**src/rtl/dma_arbiter_pkg.sv**
```systemverilog
// Shared types and constants for the DMA engine arbiter.
package dma_arbiter_pkg;

  // Width of one channel's priority field; 3 is the highest priority.
  localparam int unsigned DmaPrioW = 2;

  // Default watchdog limit in BUSY cycles.
  localparam int unsigned DmaArbTimeoutDefault = 65535;

  typedef enum logic [2:0] {
    StIdle    = 3'd0,
    StGrant   = 3'd1,
    StStart   = 3'd2,
    StBusy    = 3'd3,
    StDoneOk  = 3'd4,
    StDoneErr = 3'd5
  } arb_state_e;

endpackage

```
**src/rtl/dma_arbiter_if.sv**
```systemverilog
// Channel/engine handshake bundle. The master side is the arbiter; the slave side is the
// set of channels plus the engine.
interface dma_arbiter_if
  import dma_arbiter_pkg::*;
#(
  parameter int unsigned NUM_CH = 4,
  parameter int unsigned CH_W   = 2
);

  logic                       arb_enable;
  logic [NUM_CH-1:0]          ch_request;
  logic [DmaPrioW*NUM_CH-1:0] ch_priority;
  logic [NUM_CH-1:0]          ch_grant;
  logic [NUM_CH-1:0]          ch_done;
  logic [NUM_CH-1:0]          ch_error;
  logic [CH_W-1:0]            eng_sel;
  logic                       eng_start;
  logic                       eng_done;
  logic                       eng_error;
  logic                       eng_abort;
  logic                       arb_busy;
  logic                       timeout_irq;

  modport master (
    input  arb_enable, ch_request, ch_priority, eng_done, eng_error,
    output ch_grant, ch_done, ch_error, eng_sel, eng_start, eng_abort, arb_busy, timeout_irq
  );

  modport slave (
    output arb_enable, ch_request, ch_priority, eng_done, eng_error,
    input  ch_grant, ch_done, ch_error, eng_sel, eng_start, eng_abort, arb_busy, timeout_irq
  );

endinterface

```
**src/rtl/dma_arbiter_picker.sv**
```systemverilog
// Combinational winner selection: highest priority among requesters, ties broken
// round-robin starting just after rr_ptr_i.
module dma_arbiter_picker
  import dma_arbiter_pkg::*;
#(
  parameter int unsigned NUM_CH = 4,
  parameter int unsigned CH_W   = 2
) (
  input  logic [NUM_CH-1:0]          req_i,
  input  logic [DmaPrioW*NUM_CH-1:0] prio_i,
  input  logic [CH_W-1:0]            rr_ptr_i,
  output logic [CH_W-1:0]            winner_o,
  output logic                       valid_o
);

  logic [DmaPrioW-1:0] max_prio;
  logic [NUM_CH-1:0]   top_req;  // requesters sitting at the maximum priority
  logic                found;
  logic [CH_W-1:0]     idx;

  // Find the top priority, then scan rr_ptr+1, rr_ptr+2, ... for the first top requester.
  always_comb begin
    max_prio = '0;
    for (int i = 0; i < NUM_CH; i++) begin
      if (req_i[i] && (prio_i[DmaPrioW*i +: DmaPrioW] > max_prio)) begin
        max_prio = prio_i[DmaPrioW*i +: DmaPrioW];
      end
    end
    top_req = '0;
    for (int i = 0; i < NUM_CH; i++) begin
      top_req[i] = req_i[i] && (prio_i[DmaPrioW*i +: DmaPrioW] == max_prio);
    end
    found    = 1'b0;
    winner_o = '0;
    idx      = '0;
    for (int k = 1; k <= NUM_CH; k++) begin
      idx = CH_W'((int'(rr_ptr_i) + k) % NUM_CH);
      if (!found && top_req[idx]) begin
        found    = 1'b1;
        winner_o = idx;
      end
    end
    valid_o = |req_i;
  end

endmodule

```
**src/rtl/dma_arbiter.sv**
```systemverilog
// Shares one DMA engine among NUM_CH channels: grant -> start -> done/error/timeout.
// Every output is registered and moves together with the state it belongs to.
module dma_arbiter
  import dma_arbiter_pkg::*;
#(
  parameter int unsigned NUM_CH         = 4,
  parameter int unsigned CH_W           = 2,
  parameter int unsigned TIMEOUT_CYCLES = DmaArbTimeoutDefault,
  parameter int unsigned TMR_W          = 16
) (
  input logic            clk,
  input logic            rst,
  dma_arbiter_if.master  bus
);

  localparam logic [TMR_W-1:0] TmrLast = TMR_W'(TIMEOUT_CYCLES - 1);

  arb_state_e        state_q, state_d;
  logic [CH_W-1:0]   eng_sel_q, eng_sel_d;
  logic [CH_W-1:0]   rr_ptr_q, rr_ptr_d;
  logic [TMR_W-1:0]  tmr_q, tmr_d;
  logic [NUM_CH-1:0] ch_grant_q, ch_grant_d;
  logic [NUM_CH-1:0] ch_done_q, ch_done_d;
  logic [NUM_CH-1:0] ch_error_q, ch_error_d;
  logic              eng_start_q, eng_start_d;
  logic              eng_abort_q, eng_abort_d;
  logic              arb_busy_q, arb_busy_d;
  logic              timeout_irq_q, timeout_irq_d;

  logic [CH_W-1:0]   pick_winner;
  logic              pick_valid;
  logic [NUM_CH-1:0] sel_oh;
  logic              wdog_expired;

  dma_arbiter_picker #(
    .NUM_CH (NUM_CH),
    .CH_W   (CH_W)
  ) u_picker (
    .req_i    (bus.ch_request),
    .prio_i   (bus.ch_priority),
    .rr_ptr_i (rr_ptr_q),
    .winner_o (pick_winner),
    .valid_o  (pick_valid)
  );

  assign sel_oh       = NUM_CH'(1) << eng_sel_q;
  assign wdog_expired = (TIMEOUT_CYCLES != 0) && (tmr_q == TmrLast);

  // Next state and next registered outputs.
  always_comb begin
    state_d       = state_q;
    eng_sel_d     = eng_sel_q;
    rr_ptr_d      = rr_ptr_q;
    tmr_d         = tmr_q;
    ch_grant_d    = '0;
    ch_done_d     = '0;
    ch_error_d    = '0;
    eng_start_d   = 1'b0;
    eng_abort_d   = 1'b0;
    timeout_irq_d = 1'b0;
    unique case (state_q)
      StIdle: begin
        if (bus.arb_enable && pick_valid) begin
          eng_sel_d  = pick_winner;
          ch_grant_d = NUM_CH'(1) << pick_winner;
          state_d    = StGrant;
        end
      end
      StGrant: begin
        eng_start_d = 1'b1;
        state_d     = StStart;
      end
      StStart: begin
        tmr_d   = '0;
        state_d = StBusy;
      end
      StBusy: begin
        // Error beats done; done beats a watchdog expiry in the same cycle.
        if (bus.eng_error) begin
          ch_done_d  = sel_oh;
          ch_error_d = sel_oh;
          state_d    = StDoneErr;
        end else if (bus.eng_done) begin
          ch_done_d = sel_oh;
          state_d   = StDoneOk;
        end else if (wdog_expired) begin
          ch_done_d     = sel_oh;
          ch_error_d    = sel_oh;
          eng_abort_d   = 1'b1;
          timeout_irq_d = 1'b1;
          state_d       = StDoneErr;
        end else begin
          tmr_d = tmr_q + 1'b1;
        end
      end
      StDoneOk: begin
        rr_ptr_d = eng_sel_q;
        state_d  = StIdle;
      end
      StDoneErr: begin
        rr_ptr_d   = eng_sel_q;
        ch_error_d = ch_error_q;  // error stays up through the following IDLE cycle
        state_d    = StIdle;
      end
      default: state_d = StIdle;
    endcase
    arb_busy_d = (state_d != StIdle);
  end

  // State and output registers; reset drops any transfer in flight without notification.
  always_ff @(posedge clk) begin
    if (rst) begin
      state_q       <= StIdle;
      eng_sel_q     <= '0;
      rr_ptr_q      <= CH_W'(NUM_CH - 1);
      tmr_q         <= '0;
      ch_grant_q    <= '0;
      ch_done_q     <= '0;
      ch_error_q    <= '0;
      eng_start_q   <= 1'b0;
      eng_abort_q   <= 1'b0;
      arb_busy_q    <= 1'b0;
      timeout_irq_q <= 1'b0;
    end else begin
      state_q       <= state_d;
      eng_sel_q     <= eng_sel_d;
      rr_ptr_q      <= rr_ptr_d;
      tmr_q         <= tmr_d;
      ch_grant_q    <= ch_grant_d;
      ch_done_q     <= ch_done_d;
      ch_error_q    <= ch_error_d;
      eng_start_q   <= eng_start_d;
      eng_abort_q   <= eng_abort_d;
      arb_busy_q    <= arb_busy_d;
      timeout_irq_q <= timeout_irq_d;
    end
  end

  assign bus.ch_grant    = ch_grant_q;
  assign bus.ch_done     = ch_done_q;
  assign bus.ch_error    = ch_error_q;
  assign bus.eng_sel     = eng_sel_q;
  assign bus.eng_start   = eng_start_q;
  assign bus.eng_abort   = eng_abort_q;
  assign bus.arb_busy    = arb_busy_q;
  assign bus.timeout_irq = timeout_irq_q;

endmodule
```
**src/flat_wrapper.sv**
```systemverilog
// flat-port wrapper written by rule: the top's interface ports become plain ports
module dma_arbiter_flat import dma_arbiter_pkg::*;
#(
  parameter int unsigned NUM_CH         = 4,
  parameter int unsigned CH_W           = 2,
  parameter int unsigned TIMEOUT_CYCLES = DmaArbTimeoutDefault,
  parameter int unsigned TMR_W          = 16
)
  (clk, rst, bus_arb_enable, bus_ch_request, bus_ch_priority, bus_eng_done, bus_eng_error, bus_ch_grant, bus_ch_done, bus_ch_error, bus_eng_sel, bus_eng_start, bus_eng_abort, bus_arb_busy, bus_timeout_irq);
  dma_arbiter_if #(.NUM_CH(NUM_CH), .CH_W(CH_W)) bus_i ();
  input logic clk;
  input logic rst;
  input wire logic [$bits(bus_i.arb_enable)-1:0] bus_arb_enable;
  input wire logic [$bits(bus_i.ch_request)-1:0] bus_ch_request;
  input wire logic [$bits(bus_i.ch_priority)-1:0] bus_ch_priority;
  input wire logic [$bits(bus_i.eng_done)-1:0] bus_eng_done;
  input wire logic [$bits(bus_i.eng_error)-1:0] bus_eng_error;
  output wire logic [$bits(bus_i.ch_grant)-1:0] bus_ch_grant;
  output wire logic [$bits(bus_i.ch_done)-1:0] bus_ch_done;
  output wire logic [$bits(bus_i.ch_error)-1:0] bus_ch_error;
  output wire logic [$bits(bus_i.eng_sel)-1:0] bus_eng_sel;
  output wire logic [$bits(bus_i.eng_start)-1:0] bus_eng_start;
  output wire logic [$bits(bus_i.eng_abort)-1:0] bus_eng_abort;
  output wire logic [$bits(bus_i.arb_busy)-1:0] bus_arb_busy;
  output wire logic [$bits(bus_i.timeout_irq)-1:0] bus_timeout_irq;
  assign bus_i.arb_enable = bus_arb_enable;
  assign bus_i.ch_request = bus_ch_request;
  assign bus_i.ch_priority = bus_ch_priority;
  assign bus_i.eng_done = bus_eng_done;
  assign bus_i.eng_error = bus_eng_error;
  assign bus_ch_grant = bus_i.ch_grant;
  assign bus_ch_done = bus_i.ch_done;
  assign bus_ch_error = bus_i.ch_error;
  assign bus_eng_sel = bus_i.eng_sel;
  assign bus_eng_start = bus_i.eng_start;
  assign bus_eng_abort = bus_i.eng_abort;
  assign bus_arb_busy = bus_i.arb_busy;
  assign bus_timeout_irq = bus_i.timeout_irq;
  dma_arbiter #(.NUM_CH(NUM_CH), .CH_W(CH_W), .TIMEOUT_CYCLES(TIMEOUT_CYCLES), .TMR_W(TMR_W)) u_core (.clk(clk), .rst(rst), .bus(bus_i));
endmodule
```
**config.mk**
```make
export PLATFORM = sky130hd
export DESIGN_NAME = dma_arbiter_flat
export DESIGN_NICKNAME = d
export VERILOG_FILES = /design/src/rtl/dma_arbiter_pkg.sv /design/src/rtl/dma_arbiter_if.sv /design/src/rtl/dma_arbiter_picker.sv /design/src/rtl/dma_arbiter.sv /design/src/flat_wrapper.sv
export SDC_FILE = /design/constraint.sdc
export NUM_CORES = 1
export LEC_CHECK = 0
export ABC_AREA = 1
export BUFFER_PORTS_ARGS = -buffer_cell sky130_fd_sc_hd__buf_2
export CAP_MARGIN = 5
export CELL_PAD_IN_SITES_DETAIL_PLACEMENT = 1
export CELL_PAD_IN_SITES_GLOBAL_PLACEMENT = 2
export CORE_MARGIN = 4
export CORE_UTILIZATION = 31
export CTS_CLUSTER_SIZE = 25
export DETAILED_ROUTE_END_ITERATION = 7
export PLACE_DENSITY = 0.86
export SLEW_MARGIN = 40
export SYNTH_ARGS = -nofsm -noshare
export SYNTH_HDL_FRONTEND = slang
export SYNTH_SLANG_ARGS = --single-unit
```
**constraint.sdc**
```tcl
create_clock -name clk -period 4.2 [get_ports clk]
set_clock_uncertainty 0.1 [all_clocks]
set_input_delay 0.42 -clock clk [delete_from_list [all_inputs] [get_ports clk]]
set_output_delay 0.42 -clock clk [all_outputs]
set_load 0.01 [all_outputs]
```
======== After elaboration in Yosys (flattened, before gate mapping) ========
Index checks and enable logic that the tools add are counted.
word-level totals
  word-level logic and storage cells ...... 102
  register bits after elaboration ......... 38
cells by class
  $add $sub $neg .......................... 5
  reduce and logical (&&, ||, !) cells .... 25
  magnitude comparators ................... 8
  equal/unequal tests ..................... 13
  bitwise gates (word level) .............. 3
  muxes and demuxes ....................... 36
  shift operators ......................... 2
operator list
  kind                                                                   number
  16-bit two-way mux                                                     3
  16-bit one-hot mux with 2 select lines                                 1
  4-bit two-way mux                                                      5
  16-bit by 1-bit adder with 16-bit output (second input constant)       1
  16-bit == test (second input constant)                                 1
  2-bit two-way mux                                                      8
  1-bit logical AND                                                      12
  2-bit by 3-bit < comparator with 1-bit output (second input constant)  4
  3-bit two-way mux                                                      4
  3-bit one-hot mux with 4 select lines                                  1
  1-bit two-way mux                                                      9
  1-bit binary-select mux with 2-bit select                              4
  2-bit == test                                                          4
  4-bit one-hot mux with 2 select lines                                  1
  4-bit OR reduction                                                     2
  1-bit by 2-bit left shift with 4-bit output (first input constant)     2
  3-bit by 2-bit == test with 1-bit output (second input constant)       2
  3-bit == test (second input constant)                                  2
  2-bit > comparator                                                     3
  2-bit inequality test (second input constant)                          3
  2-bit by 1-bit adder with 2-bit output (second input constant)         2
  2-bit adder (second input constant)                                    2
  4-bit AND reduction                                                    1
  2-bit OR reduction                                                     2
  9 further kinds                                                        13

======== Logic depth before layout (Yosys ltp) ========
Gate-level depths: netlist of the first run.
  word-level depth ........................ 27
  gate-level depth with buffers ........... 35

======== By module ========
From an unflattened synthesis of the first run, not the netlist that was laid out.
second synthesis, totals
  cells, all modules ...................... 409
  area, all modules ....................... 2667.6 um2
modules (own cells, without submodules)
  module              instances  cells each  area each (um2)
  dma_arbiter         1          268         1866.8
  dma_arbiter_picker  1          141         800.8

======== Worst setup path before layout of the first run ========
Ideal clock, no wire load.
  kind .................................... in2reg
  start ................................... input bus_ch_request[0]
  end ..................................... register u_core.eng_sel_q[0], in the netlist u_core.bus.eng_sel[0]
  buffers on the path ..................... 0
  required time ........................... 3.991 ns
  cell stages on the path ................. 30
  setup slack ............................. 0.258 ns
  data arrival time ....................... 3.733 ns
  cell sequence ........................... nand2_1 inv_1 ha_1 a21oi_4 nand3_1 and2_1 ha_1 a21boi_2 nand2_2 nand3_2 nand2_1 ha_1 nand2_1 nand2_1 nor2_1 inv_2 nand3_2 nand2_1 nand2_1 nand2_1 nand3_1 nand3_1 nand2_2 nand2_2 nor2_4 inv_1 nand2_1 nand3_1 nand2_1 inv_1
on the way
  word-level cells in the longest chain between the ends .. 25
  elaborated cells on any way between the ends .. 43
  classes of those cells .................. order compare (3); eq/ne (4); mux (19); reduce/logical (17)
ends and longest elaborated chain
  item                    RTL line                  RTL
  start: declaration      flat_wrapper.sv:14        input wire logic [$bits(bus_i.ch_request)-1:0] bus_ch_request;
  1-bit logical AND       dma_arbiter_picker.sv:25  if (req_i[i] && (prio_i[DmaPrioW*i +: DmaPrioW] > max_prio)) begin
  2-bit two-way mux       dma_arbiter_picker.sv:25
  2-bit > comparator      dma_arbiter_picker.sv:25
  1-bit logical AND       dma_arbiter_picker.sv:25
  2-bit two-way mux       dma_arbiter_picker.sv:25
  2-bit > comparator      dma_arbiter_picker.sv:25
  1-bit logical AND       dma_arbiter_picker.sv:25
  2-bit two-way mux       dma_arbiter_picker.sv:25
  [9 not listed]          -
  1-bit logical AND       dma_arbiter_picker.sv:38  if (!found && top_req[idx]) begin
  1-bit two-way mux       dma_arbiter_picker.sv:38
  1-bit zero test         dma_arbiter_picker.sv:38
  1-bit logical AND       dma_arbiter_picker.sv:38
  1-bit two-way mux       dma_arbiter_picker.sv:38
  1-bit zero test         dma_arbiter_picker.sv:38
  1-bit logical AND       dma_arbiter_picker.sv:38
  2-bit two-way mux       dma_arbiter_picker.sv:38
  end signal: assignment  dma_arbiter.sv:126        eng_sel_q <= eng_sel_d;
  end: declaration        dma_arbiter.sv:19         logic [CH_W-1:0] eng_sel_q, eng_sel_d;
Several ways; a longest one is shown, not always the timed one. The select of a mux whose other input is x is not followed.
A chain may end at the register's enable or synchronous reset.

======== Worst setup path in the final report of the first run ========
Same ends and word-level chain as after synthesis.

==> impl_metrics.json, run 1 <==
{
  "final-hold-violation-count": 0,
  "endpoint_kind": "flip-flop",
  "drc": 0,
  "overflow": 0,
  "grt_max_degree": 12,
  "fin_crit_sh_pct": 92.8,
  "drv_slew": 0,
  "final_util_pct": 40.9,
  "worst_slew_pin_slew_ps": 511,
  "dp_cells": 480,
  "fmax_mhz": 256,
  "path_max_fanout": 5,
  "power.internal_mw": 0.666,
  "cp_slowest_cell": "ha_1",
  "core_um2": 6940,
  "post_drt_wl_per_cell_um": 12.6,
  "syn_area_um2": 2270,
  "cp-start-kind": "input pin",
  "p_leak_nw": 1.35,
  "seq_area_frac_synth_pct": 33.5,
  "crit_top_cell": "nand2_1",
  "syn2layout_area_growth_pct": 25.3,
  "hold_slack_ps": 225,
  "place.gp.congestion": 0.868,
  "design_area_um2": 2840,
  "dp_hpwl_mm": 4.87,
  "ctsHtreeMaxLevel": 2,
  "chipHeight_um": 93.5,
  "start_util_pct": 32.7,
  "cp.required_ps": 4290,
  "drtIter0Drc": 84,
  "criticalPathCategory": "input pin to flip-flop",
  "clk_latency_ps": 290,
  "synth_ff_type": "dfxtp_1",
  "yosysTopAreaCell": "dfxtp_1",
  "syn_inst": 339,
  "ir_drop_uv": 148,
  "antenna_found_initial": 0,
  "p_sw_share_pct": 32.1,
  "setup_slack_ps": 301,
  "fin_nets": 416,
  "cts_setup_buffers": 0,
  "yosys.area.top_type_share_pct": 33.5,
  "synth_top_cells_by_count": "nand2_1, inv_1, nand3_1",
  "grt_pass1_vias": 2317,
  "grt.total_usage_pct": 14.2,
  "final_cells": 487,
  "p_seq_share_pct": 38.8,
  "root_buffer": "clkbuf_8",
  "drive_above_1_share_pct": 25.3,
  "power_density_nw_per_um2": 345,
  "detail_route.first_pass.iterations": 4,
  "status": "finished clean",
  "setup-violations-final": 0,
  "switching_power_mw": 0.314,
  "cts_tree": "yes",
  "io_pins": 35,
  "synth_area_per_cell_um2": 6.69,
  "synth_area_leaders": "dfxtp_1, nand2_1, nand3_1",
  "ys_types": 37,
  "num_rows": 30,
  "clk_pin_slew_worst_paths_ps": 70,
  "pre_cts_ws_ps": -236,
  "synth-seq-cells": 38,
  "setup_tns_ps": 0,
  "numCtsBuffers": 5,
  "clkSinkCount": 38,
  "relSlewSlack_pct": 65.6,
  "viasPerCell": 4.79,
  "num_vias": 2335,
  "hold_path.class": "input pin to flip-flop",
  "fp.dieArea_um2": 8750,
  "grt_pass1_wl_mm": 10.3,
  "max_stage_delay_ps": 300,
  "routed_wl_mm": 6.13,
  "async_reset_ff_share_pct": 0,
  "synth_edf_count": 0,
  "die_width_um": 93.5,
  "place_area_um2": 2650,
  "antenna_left": 0,
  "clkPwrFrac_pct": 32.7,
  "combPwrFrac_pct": 28.5,
  "cts_buffer_depth": 2,
  "synth.most_common_cell": "nand2_1",
  "synth_nets": 364,
  "cap_viol_max_count": 0,
  "diodes": 0,
  "cp.arrival_ps": 3990,
  "r2r_slack_ps": 1830,
  "power.total_mw": 0.981,
  "min_period_ps": 3900,
  "ys_warn_count": 0,
  "port_buffers": 34
}
[worst max-delay path, delay by kind of cell]
kind / cells / cell delay, ps
AO/OA/AOI/OAI: 2 / 410
adder cells (fa/ha/maj): 3 / 880
buffers and inverters: 4 / 290
AND/OR/NAND/NOR: 24 / 1980
[kinds of logic after synthesis]
logic type	Yosys count	share of synthesized area, %
AND/OR/NAND/NOR	196	41.0
buffers and inverters	57	9.76
AO/OA/AOI/OAI	38	10.5
flip-flops	38	33.5
adder cells (fa/ha/maj)	8	4.41
XOR/XNOR	2	0.772
[layer usage]
layer | vias to the layer above | track usage, % | wire length, um
li1 | 1208 | - | -
met1 | 1093 | 18.5 | 2970
met2 | 27 | 24.5 | 2950
met3 | 7 | 2.41 | 151
met4 | 0 | 3.25 | 55
met5 | - | 0 | 0
[path summary, 6_finish.rpt]
kind | from | depth (start not counted) | endpoint
setup reg to reg | u_core.tmr_q[0] | 16 | u_core.tmr_q[15]
hold reg to reg | u_core.bus.ch_error[2] | 2 | u_core.bus.ch_error[2]
setup / recovery | bus_ch_request[0] | 33 | u_core.bus.eng_sel[0]
hold / removal | bus_eng_error | 2 | u_core.bus.eng_abort
[flip-flops by register name, summed over array words and instances (netlist names)]
signal                count
u_core.tmr_q             16
u_core.bus.eng_start      1
u_core.bus.ch_grant       4
u_core.bus.eng_sel        2
u_core.rr_ptr_q           2
u_core.bus.eng_abort      1
u_core.bus.ch_done        4
u_core.bus.arb_busy       1
u_core.state_q            3
u_core.bus.ch_error       4
[cells in the final DEF, fill, tap and decap left out, drive strengths merged, types with 2 or more instances in the layout]
| cell type | n |
|---|---|
| clkbuf | 6 |
| dfxtp | 38 |
| ha | 8 |
| nor3 | 11 |
| nor2 | 37 |
| buf | 48 |
| nand2 | 87 |
| o21ai | 7 |
| o211ai | 2 |
| nand3 | 49 |
| nor4 | 3 |
| a21oi | 21 |
| inv | 53 |
| nand4 | 5 |
[what timing repair did]
action | in CTS | in global routing
hold endpoints to repair | 0 | 0
gates resized for setup | 0 | 15
setup endpoints to repair | 0 | 6
hold buffers | 0 | 0
[layout make-up]
cell class | instances | area (um^2)
timing repair buffer | 48 | 275
clock buffer | 6 | 82.6
multi-input combinational | 244 | 1370
inverter | 54 | 205
tap | 96 | 120
clock inverter | 1 | 30.0
sequential | 38 | 761
fill | 928 | 4100
[power groups by stage]
stage / Clock (mW) / Sequential (mW) / Combinational (mW)
after CTS: 0.333 / 0.381 / 0.257
after global routing: 0.348 / 0.383 / 0.317
final: 0.321 / 0.381 / 0.279
after global placement: 0 / 0.389 / 0.250
after detailed placement: 0 / 0.389 / 0.255
after floorplan: 0 / 0.391 / 0.174
Note: power is estimated with default switching activity, not from simulation.
==> run 2, diff against run 1 <==
- PLACE_DENSITY: 0.86 -> 0.79
==> run 2 against run 1 <==
Cell count is 2.3% higher. Cell area is 2.1% higher. Sequential share of layout area is 0.55 points lower. Global-route usage is 0.36 points higher. Largest power group unchanged.
==> impl_metrics.json, run 2 (synthesis results as in run 1) <==
{
  "power.total_mw": 0.938,
  "worst_slew_pin_slew_ps": 574,
  "port_buffers": 34,
  "hold_start": "bus_eng_error",
  "final_cells": 498,
  "overflow": 0,
  "worst-path-buf-inv": 6,
  "grt_pass1_wl_mm": 10.4,
  "largest-register": "u_core.tmr_q",
  "final-hold-violation-count": 0,
  "p_seq_share_pct": 40.6,
  "dp_cells": 485,
  "io_pins": 35,
  "core_um2": 6940,
  "cts_buffer_depth": 2,
  "fmax_mhz": 256,
  "switching_power_mw": 0.319,
  "clk_pin_slew_worst_paths_ps": 80,
  "reg2regPathDepth": 16,
  "num_vias": 2334,
  "die_width_um": 93.5,
  "endpoint_kind": "flip-flop",
  "relSlewSlack_pct": 61.4,
  "postCtsHoldBufs": 0,
  "fin_nets": 426,
  "setup_slack_ps": 299,
  "layout_common_cells": "nand2_1, inv_1, nand3_1",
  "criticalPathCategory": "input pin to flip-flop",
  "numCtsBuffers": 5,
  "cp_slowest_cell": "ha_4",
  "fin_crit_sh_pct": 92.9,
  "root_buffer": "clkbuf_8",
  "cts_tree": "yes",
  "ir_drop_uv": 191,
  "min_period_ps": 3900,
  "cp-start-kind": "input pin",
  "power_density_nw_per_um2": 323,
  "cp.required_ps": 4290,
  "path_max_fanout": 5,
  "clk_latency_ps": 280,
  "fp.dieArea_um2": 8750,
  "endpoint": "u_core.bus.eng_sel[0]",
  "combPwrFrac_pct": 31.0,
  "drv_slew": 0,
  "routed_wl_mm": 6.14,
  "grt.total_usage_pct": 14.6,
  "drive_above_1_share_pct": 27.6,
  "crit_top_cell": "nand2_1",
  "critical_path.top_delay_family": "simple AND/OR/NAND/NOR gates",
  "drtIter0Drc": 45,
  "place.gp.congestion": 0.804,
  "path_depth": 33,
  "cp.arrival_ps": 3990,
  "startpoint": "bus_ch_request[0]",
  "grt_pass1_vias": 2380,
  "clkPwrFrac_pct": 28.4,
  "ctsHtreeMaxLevel": 2,
  "pre_cts_ws_ps": -257,
  "hold_slack_ps": 239,
  "design_area_um2": 2900,
  "num_rows": 30,
  "final_common_cell": "nand2_1",
  "r2r-start": "u_core.tmr_q[0]",
  "setup-violations-final": 0,
  "cap_viol_max_count": 0,
  "r2r-end": "u_core.tmr_q[15]",
  "final_util_pct": 41.8,
  "drc": 0,
  "clkSinkCount": 38,
  "viasPerCell": 4.69,
  "diodes": 0,
  "antenna_left": 0,
  "largest_register_ffs": 16,
  "r2r_slack_ps": 1790,
  "grt_max_degree": 13,
  "status": "finished clean",
  "setup_tns_ps": 0,
  "antenna_found_initial": 0,
  "syn2layout_area_growth_pct": 27.9,
  "dp_hpwl_mm": 4.96,
  "power.internal_mw": 0.619,
  "chipHeight_um": 93.5,
  "detail_route.first_pass.iterations": 4,
  "max_stage_delay_ps": 290,
  "p_sw_share_pct": 34.0,
  "p_leak_nw": 1.38,
  "place_area_um2": 2680,
  "start_util_pct": 32.7,
  "hold_path.class": "input pin to flip-flop",
  "post_drt_wl_per_cell_um": 12.3
}
==> run 2: how the worst min path moves through the flow <==
stage	to	slack (ps)	cells after the start
after CTS	u_core.bus.eng_abort	220	2
after global routing	u_core.bus.eng_abort	220	2
after detailed placement	u_core.bus.ch_error[3]	360	2
after floorplan	u_core.tmr_q[8]	340	1
final	u_core.bus.eng_abort	240	2
after global placement	u_core.bus.ch_error[3]	350	2
==> run 2: final cells by class <==
type                       count  area, um^2
timing repair buffer          58         350
clock buffer                   6        82.6
inverter                      54         205
fill                         928        4040
sequential                    38         761
clock inverter                 2        12.5
multi-input combinational    244        1370
tap                           96         120
==> run 2: what timing repair did <==
item                                    4_1_cts  5_1_grt
endpoints found under the setup margin        0        6
setup buffers                                 0        5
resized for setup                             0       15
==> run 2: power by group through the flow <==
stage	registers (mW)	logic, mW	clock network (mW)
after global routing	0.384	0.330	0.295
final	0.381	0.290	0.266
after global placement	0.389	0.258	0
after CTS	0.381	0.265	0.278
after detailed placement	0.389	0.263	0
after floorplan	0.391	0.174	0
==> run 2: per-layer routing <==
metal / share of wire, % / GRT usage, %
met5: 0 / 0
met4: 1.8 / 4.69
met3: 2.5 / 2.65
met2: 49 / 25.4
met1: 46 / 18.1
==> run 2: worst register-to-register path, delay by kind of cell (launching register included) <==
kind | cells | cell delay, ps
buf+inv | 3 | 290
compound gates | 2 | 270
simple gates | 10 | 1130
flops | 1 | 360
fa+ha+maj | 1 | 210
